<file path="config.mk">
export PLATFORM = sky130hd
export DESIGN_NAME = dca_matrix_store_from_mreg
export DESIGN_NICKNAME = d
export VERILOG_FILES = /design/src/rtl/dca_matrix_store_from_mreg.sv
export SDC_FILE = /design/constraint.sdc
export NUM_CORES = 1
export LEC_CHECK = 0
export ABC_CLOCK_PERIOD_IN_PS = 4300
export BUFFER_PORTS_ARGS = -buffer_cell sky130_fd_sc_hd__buf_2
export CAP_MARGIN = 20
export CORE_MARGIN = 3
export CORE_UTILIZATION = 35
export CTS_CLUSTER_DIAMETER = 40
export DETAILED_ROUTE_END_ITERATION = 8
export GPL_TIMING_DRIVEN = 0
export PLACE_DENSITY_LB_ADDON = 0.25
export SETUP_SLACK_MARGIN = 0.4
export SLEW_MARGIN = 5
export SYNTH_ARGS = -nofsm -noshare
export SYNTH_HDL_FRONTEND = slang
export SYNTH_SLANG_ARGS = --single-unit
</file>
<file path="constraint.sdc">
create_clock -name clk -period 4.3 [get_ports clk]
set_input_delay 0.86 -clock clk [delete_from_list [all_inputs] [get_ports clk]]
set_output_delay 0.86 -clock clk [all_outputs]
set_load 0.01 [all_outputs]
</file>
<file path="src/rtl/dca_matrix_store_from_mreg.sv">
// dca_matrix_store_from_mreg
//   Streams the rows of a filled DCA matrix register (mreg) out as tensor rows
//   with a valid/ready/last handshake. Only the first num_row rows are emitted.
//   The remaining padded rows are then drained, so that the mreg is empty and
//   realigned for the next matrix.
//
// Ports
//   clk, rstnn                 clock, asynchronous active-low reset
//   clear                      synchronous abort to IDLE (priority over enable)
//   enable                     advances FSM and row counter; low = hold
//   busy                       high when not IDLE
//   store_num_row_m1           rows to emit minus 1, sampled at accept
//   storereg_wrequest/wready   producer hands over a full mreg
//   mreg_move_renable          pop the mreg head row
//   mreg_move_rdata_list1d     current mreg head row
//   store_tensor_row_r*        outgoing row stream (valid/ready/last/data)
//   store_num_col_m1           columns to keep minus 1 (macro build only)
//
// Build option
//   DCA_MATRIX_STORE_COL_MASK_EN: adds store_num_col_m1. It is latched at accept,
//   and in SEND the columns above it are replaced with TENSOR_ZERO.

module dca_matrix_store_from_mreg #(
   parameter int MATRIX_SIZE_PARA = 4,
   parameter int TENSOR_PARA      = 0,
   localparam int MATRIX_NUM_ROW   = MATRIX_SIZE_PARA,
   localparam int MATRIX_NUM_COL   = MATRIX_SIZE_PARA,
   localparam int BW_TENSOR_SCALAR = (TENSOR_PARA == 1) ? 16 : (TENSOR_PARA == 2) ? 32 : 8,
   localparam int BW_TENSOR_ROW    = MATRIX_NUM_COL * BW_TENSOR_SCALAR,
   localparam int BW_ROW_INDEX     = (MATRIX_NUM_ROW > 1) ? $clog2(MATRIX_NUM_ROW) : 1,
   localparam int BW_COL_INDEX     = (MATRIX_NUM_COL > 1) ? $clog2(MATRIX_NUM_COL) : 1
) (
   input  logic                     clk,
   input  logic                     rstnn,
   input  logic                     clear,
   input  logic                     enable,
   output logic                     busy,
   input  logic [BW_ROW_INDEX-1:0]  store_num_row_m1,
`ifdef DCA_MATRIX_STORE_COL_MASK_EN
   input  logic [BW_COL_INDEX-1:0]  store_num_col_m1,
`endif
   input  logic                     storereg_wrequest,
   output logic                     storereg_wready,
   output logic                     mreg_move_renable,
   input  logic [BW_TENSOR_ROW-1:0] mreg_move_rdata_list1d,
   output logic                     store_tensor_row_rvalid,
   output logic                     store_tensor_row_rlast,
   output logic [BW_TENSOR_ROW-1:0] store_tensor_row_rdata,
   input  logic                     store_tensor_row_rready
);

   localparam logic [BW_TENSOR_SCALAR-1:0] TENSOR_ZERO = '0;
   localparam logic [BW_ROW_INDEX-1:0]     ROW_LAST    = BW_ROW_INDEX'(MATRIX_NUM_ROW - 1);

   typedef enum logic [1:0] {IDLE, SEND, DRAIN} state_t;

   state_t                    state, state_next;
   logic [BW_ROW_INDEX-1:0]   cnt, cnt_next;
   logic [BW_ROW_INDEX-1:0]   num_m1, num_m1_next;
   logic [BW_ROW_INDEX-1:0]   num_row_clamped;
   logic [BW_TENSOR_ROW-1:0]  head_masked;
   logic                      fire;

   // The clamp is only needed when the index field can encode values past N-1.
   generate
      if ((1 << BW_ROW_INDEX) > MATRIX_NUM_ROW) begin : g_row_clamp
         assign num_row_clamped = (store_num_row_m1 > ROW_LAST) ? ROW_LAST : store_num_row_m1;
      end else begin : g_row_pass
         assign num_row_clamped = store_num_row_m1;
      end
   endgenerate

`ifdef DCA_MATRIX_STORE_COL_MASK_EN
   localparam logic [BW_COL_INDEX-1:0] COL_LAST = BW_COL_INDEX'(MATRIX_NUM_COL - 1);
   logic [BW_COL_INDEX-1:0] col_m1, col_m1_next, num_col_clamped;

   generate
      if ((1 << BW_COL_INDEX) > MATRIX_NUM_COL) begin : g_col_clamp
         assign num_col_clamped = (store_num_col_m1 > COL_LAST) ? COL_LAST : store_num_col_m1;
      end else begin : g_col_pass
         assign num_col_clamped = store_num_col_m1;
      end
   endgenerate

   always_comb begin
      head_masked = mreg_move_rdata_list1d;
      for (int unsigned c = 0; c < MATRIX_NUM_COL; c++) begin
         if (c > 32'(col_m1)) head_masked[c*BW_TENSOR_SCALAR +: BW_TENSOR_SCALAR] = TENSOR_ZERO;
      end
   end
`else
   assign head_masked = mreg_move_rdata_list1d;
`endif

   // State register
   always_ff @(posedge clk or negedge rstnn) begin
      if (!rstnn) begin
         state  <= IDLE;
         cnt    <= '0;
         num_m1 <= '0;
`ifdef DCA_MATRIX_STORE_COL_MASK_EN
         col_m1 <= '0;
`endif
      end else begin
         state  <= state_next;
         cnt    <= cnt_next;
         num_m1 <= num_m1_next;
`ifdef DCA_MATRIX_STORE_COL_MASK_EN
         col_m1 <= col_m1_next;
`endif
      end
   end

   // Next-state logic
   always_comb begin
      state_next  = state;
      cnt_next    = cnt;
      num_m1_next = num_m1;
`ifdef DCA_MATRIX_STORE_COL_MASK_EN
      col_m1_next = col_m1;
`endif
      if (clear) begin
         state_next = IDLE;
         cnt_next   = '0;
      end else if (enable) begin
         case (state)
            IDLE: begin
               if (storereg_wrequest) begin
                  state_next  = SEND;
                  cnt_next    = '0;
                  num_m1_next = num_row_clamped;
`ifdef DCA_MATRIX_STORE_COL_MASK_EN
                  col_m1_next = num_col_clamped;
`endif
               end
            end
            SEND: begin
               if (fire) begin
                  if (cnt == num_m1) begin
                     // Last emitted row: skip DRAIN when the mreg is already empty.
                     if (cnt == ROW_LAST) begin
                        state_next = IDLE;
                        cnt_next   = '0;
                     end else begin
                        state_next = DRAIN;
                        cnt_next   = cnt + BW_ROW_INDEX'(1);
                     end
                  end else begin
                     cnt_next = cnt + BW_ROW_INDEX'(1);
                  end
               end
            end
            DRAIN: begin
               if (cnt == ROW_LAST) begin
                  state_next = IDLE;
                  cnt_next   = '0;
               end else begin
                  cnt_next = cnt + BW_ROW_INDEX'(1);
               end
            end
            default: begin
               state_next = IDLE;
               cnt_next   = '0;
            end
         endcase
      end
   end

   // Outputs. clear suppresses valid and the mreg shift in its cycle.
   always_comb begin
      storereg_wready         = (state == IDLE);
      busy                    = (state != IDLE);
      store_tensor_row_rvalid = (state == SEND) && enable && !clear;
      fire                    = store_tensor_row_rvalid && store_tensor_row_rready;
      mreg_move_renable       = fire || ((state == DRAIN) && enable && !clear);
      store_tensor_row_rlast  = store_tensor_row_rvalid && (cnt == num_m1);
      store_tensor_row_rdata  = store_tensor_row_rvalid ? head_masked : '0;
   end

endmodule

</file>
Word level (Yosys, flattened, before mapping)
Cells that the tools add are included.

storage, ports and cells
  bits in registers = 6
  bits of input ports = 40
  output and inout port bits = 37

operators by class
  add/subtract/negate cells = 1
  equal/unequal tests = 8
  mux-type cells = 16
  bitwise logic cells = 1
  reduce and logical (&&, ||, !) cells = 14

operator list
  cell                   number
  $mux W32               1
  $mux W2                13
  $pmux W2 S3            2
  $ne A3 B3 Y1 const B   3
  $logic_and A1 B1 Y1    6
  $reduce_and A5 Y1      1
  $eq A2 B2 Y1 const B   2
  $reduce_and A4 Y1      1
  $reduce_bool A2 Y1     2
  $ne A3 B2 Y1 const B   1
  $reduce_and A3 Y1      1
  $add A2 B1 Y2 const B  1
  $eq A2 B1 Y1 const B   1
  $eq A2 B2 Y1           1
  $logic_not A2 Y1       1
  $logic_not A1 Y1       1
  $logic_or A1 B1 Y1     1
  $not A1 Y1             1

Depth between registers and ports, before layout
  depth after elaboration = 8
  depth in mapped cells = 6
  mapped depth without buffers = 6

Worst setup path after synthesis
OpenSTA, ideal clock, no wires.

  path kind = input-to-output
  start = in enable
  end = out store_tensor_row_rlast
  arrival time = 1710 ps
  slack = 1730 ps
  cell stages on the path = 3
  cell sequence = nor2b_1 > and2_1 > nor3b_1

between the ends
  word-level cells in the longest chain between the ends = 3

RTL lines
  element                           line  RTL
  start: declaration                36    input logic enable,
  $logic_and A1 B1 Y1 (2 in a row)  173   store_tensor_row_rvalid = (state == SEND) && enable && !clear;
  net store_tensor_row_rvalid       46    output logic store_tensor_row_rvalid,
  $logic_and A1 B1 Y1               176   store_tensor_row_rlast = store_tensor_row_rvalid && (cnt == num_m1);
  end: declaration                  47    output logic store_tensor_row_rlast,

The timed path passes the listed nets, and every way through them passes these cells.

Worst setup path after layout
  start = in clear
  end = out store_tensor_row_rdata[14]

between the ends
  word-level cells in the longest chain between the ends = 3

RTL lines
  element              line  RTL
  start: declaration   35    input logic clear,
  $logic_not A1 Y1     173
  $logic_and A1 B1 Y1  173
  $mux W32             177   store_tensor_row_rdata = store_tensor_row_rvalid ? head_masked : '0;
  end: declaration     48    output logic [BW_TENSOR_ROW-1:0] store_tensor_row_rdata,

No other way between the ends.

==> results.cfg <==
[floorplanning]
die_x_microns = 49.7
start_util_pct = 37.9
top_level_ports = 77
rows = 15
design.die.area_sq_um = 2470
dieHeight_microns = 49.7
core_area_sq_um = 1760

[clocking]
cts_resized = 0
clkTransAtPathRegs_ns = 0.04
cts_tree = yes
htree_num_levels = 1
numCtsBuffers = 3
hold_buffers = 0
clk_latency_ns = 0.24
post_cts_buffers = 0
clockBufferDepth = 2
root_buffer = clkbuf_4
cts.sinks = 6

[critical_path]
path_cells = buf_2 > nor2b_1 > clkbuf_1 > and3_1 > buf_2
cp_data_required_time_ns = 3.44
rr_worst_depth = 6
cp_max_fo = 10
critPathSlowestCell = nor2b_1
criticalPathCategory = input port to output pin
critPathArrivalTime_ns = 1.98
critPathBufInv = 3
cpMostUsedCell = buf_2
crit_family = buffers and inverters
cp-end-kind = output pin
worst-path-stages = 5
slowest_delay_ns = 0.36
start_kind = input port

[global_routing]
grt_overflow = 0
track_usage_pct = 18.5
grt_pass1_vias = 789
grt_max_degree = 11
grt_pass1_wl_microns = 3670
antenna_found_initial = 0

[pwr]
swShare_pct = 44.9
power_density_nw_per_um2 = 344
power_uw = 379
pwr-share-comb_pct = 63.0
power_leakage_uw = 0.000775
power_frac_clock_pct = 13.1
peakVddDrop_v = 0.000224
p_int_uw = 209
seqPwrFrac_pct = 23.9
p_sw_uw = 171

[final_layout]
drive_above_1_share_pct = 52.2
diodes = 0
fill_cells = 204
syn_to_final_growth_pct = 64.9
final_nets = 208

[sta]
period_minus_slack_ns = 2.84
finalSetupViolCount = 0
grt_setup_unrepaired = no
timing.final.crit_share_pct = 66.1
worst_slew_pin_slew_ns = 0.424
finalClockSkew_ns = 0.00157
maxSlewViolCount = 0
layout_setup_ws_ns = 1.46
max_slew_margin_pct = 71.7
tns_ns = 0
hold_viol_final = 0
fmax_mhz = 352

[placement]
port_buffers = 76
place_congestion = 0.798
preCtsSetupSlack_ns = 1.47
dp_hpwl_microns = 2020

[synthesis]
yosys_warnings = 0
netlist_area_sq_um = 669
synth-seq-cells = 6
synthCells = 82
synth.distinct_cells = 29
ys_seq_area_share_pct = 22.4
synth.net_count = 127
synth.avg_cell_area_sq_um = 8.16

[routing]
vias = 921
drt_first_pass_iters = 4
drcViolationCount = 0
vias_per_cell = 4.95
drt_iter0_drc = 6
totalWireLength_microns = 2300
post_drt_wl_per_cell_microns = 12.4
ant_nets = 0

[min_path]
hold_class = input port to asynchronous set/reset pin

[job]
maxCapViolCount = 0

[run_status]
status = finished clean
## cells in the mapped netlist
master	n	share of area, %
o21ai_2	1	1.3
and2_1	1	0.94
a21o_1	1	1.1
mux2_2	2	3.4
nand2_1	1	0.56
o21ai_0	1	0.75
inv_1	5	2.8
nor3b_1	1	1.1
a32o_1	1	1.5
ha_1	5	9.3
o211ai_1	1	1.1
nand2b_1	3	2.8
a211o_1	1	1.3
a21oi_1	1	0.75
and3_1	32	30
clkbuf_1	6	3.4
a2111oi_1	1	1.5
a41oi_1	1	1.3
o31ai_1	1	1.1
nor3_1	1	0.75
nor2b_1	2	1.9
dfrtp_1	6	22
buf_2	1	0.75
xor2_2	1	2.4
nor4bb_1	1	1.5
nand3_1	1	0.75
a31oi_1	1	0.94
o41ai_1	1	1.3
xor2_1	1	1.3
## power by group through the flow
stage,registers (uW),clock network (uW),logic (uW)
finish,90.7,49.8,239
global route,94.2,57.9,274
CTS,91.1,51.6,241
detailed placement,92.0,0,241
global placement,90.4,0,230
floorplan,88.0,0,158
## kinds of logic (layout without fill, tap and decap cells)
logic type	count (synthesis)	count (layout)	share of synthesized area (%)
simple gates	43	43	40.2
compound gates	12	12	14.0
buf+inv	12	91	6.92
flops	6	6	22.4
fa+ha+maj	5	5	9.35
xor+xnor	2	2	3.74
mux	2	2	3.36
## state kept, by name, indices dropped and copies added, names as in the netlist
name / cells
cnt: 2
num_m1: 2
state: 2
## final timing paths
path / startpoint / to / slack (ns)
hold reg to reg: num_m1[0] / num_m1[0] / 0.53
max in group asynchronous: rstnn / num_m1[0] / 3.73
setup / recovery: clear / store_tensor_row_rdata[14] / 1.46
setup reg to reg: state[0] / state[0] / 2.57
hold / removal: rstnn / state[1] / 0.43
min in group clk: num_m1[0] / num_m1[0] / 0.53
## metal layers
metal  global-route usage, %  share of wire (%)  wire (microns)
met1                    22.0                 41             933
met2                    33.5                 50            1150
met3                    3.32                8.5             196
met4                    5.53                1.0              24
met5                       0                  0               0
## through the flow
| step | hold slack [ns] | cells | util, % | instance area [sq um] |
|---|---|---|---|---|
| CTS | 0.429 | 186 | 62.6 | 1100 |
| finish | 0.431 | 186 | 62.6 | 1100 |
| global placement | 0.515 | 183 | 61.3 | 1080 |
| global route | 0.420 | 186 | 62.6 | 1100 |
| floorplan | 0.489 | 82 | - | 669 |
| detailed placement | 0.516 | 183 | 61.3 | 1080 |
## cell usage in the layout, fill, tap and decap left out, types with 2 or more instances in the layout
cell      count
and3_1       32
clkbuf_4      3
nor2b_1       2
nand2b_1      3
inv_1         5
buf_2        77
clkbuf_1      6
dfrtp_1       6
ha_1          5
mux2_2        2
## area by class of cell
cell class / count / area (sq um) / area share, %
buffer: 7 / 27.5 / 2.49
clock buffer: 3 / 22.5 / 2.04
inverter: 5 / 18.8 / 1.70
multi-input combinational: 64 / 473 / 42.9
sequential: 6 / 150 / 13.6
tap: 25 / 31.3 / 2.83
timing repair buffer: 76 / 380 / 34.5
(Power assumes the default switching activity.)
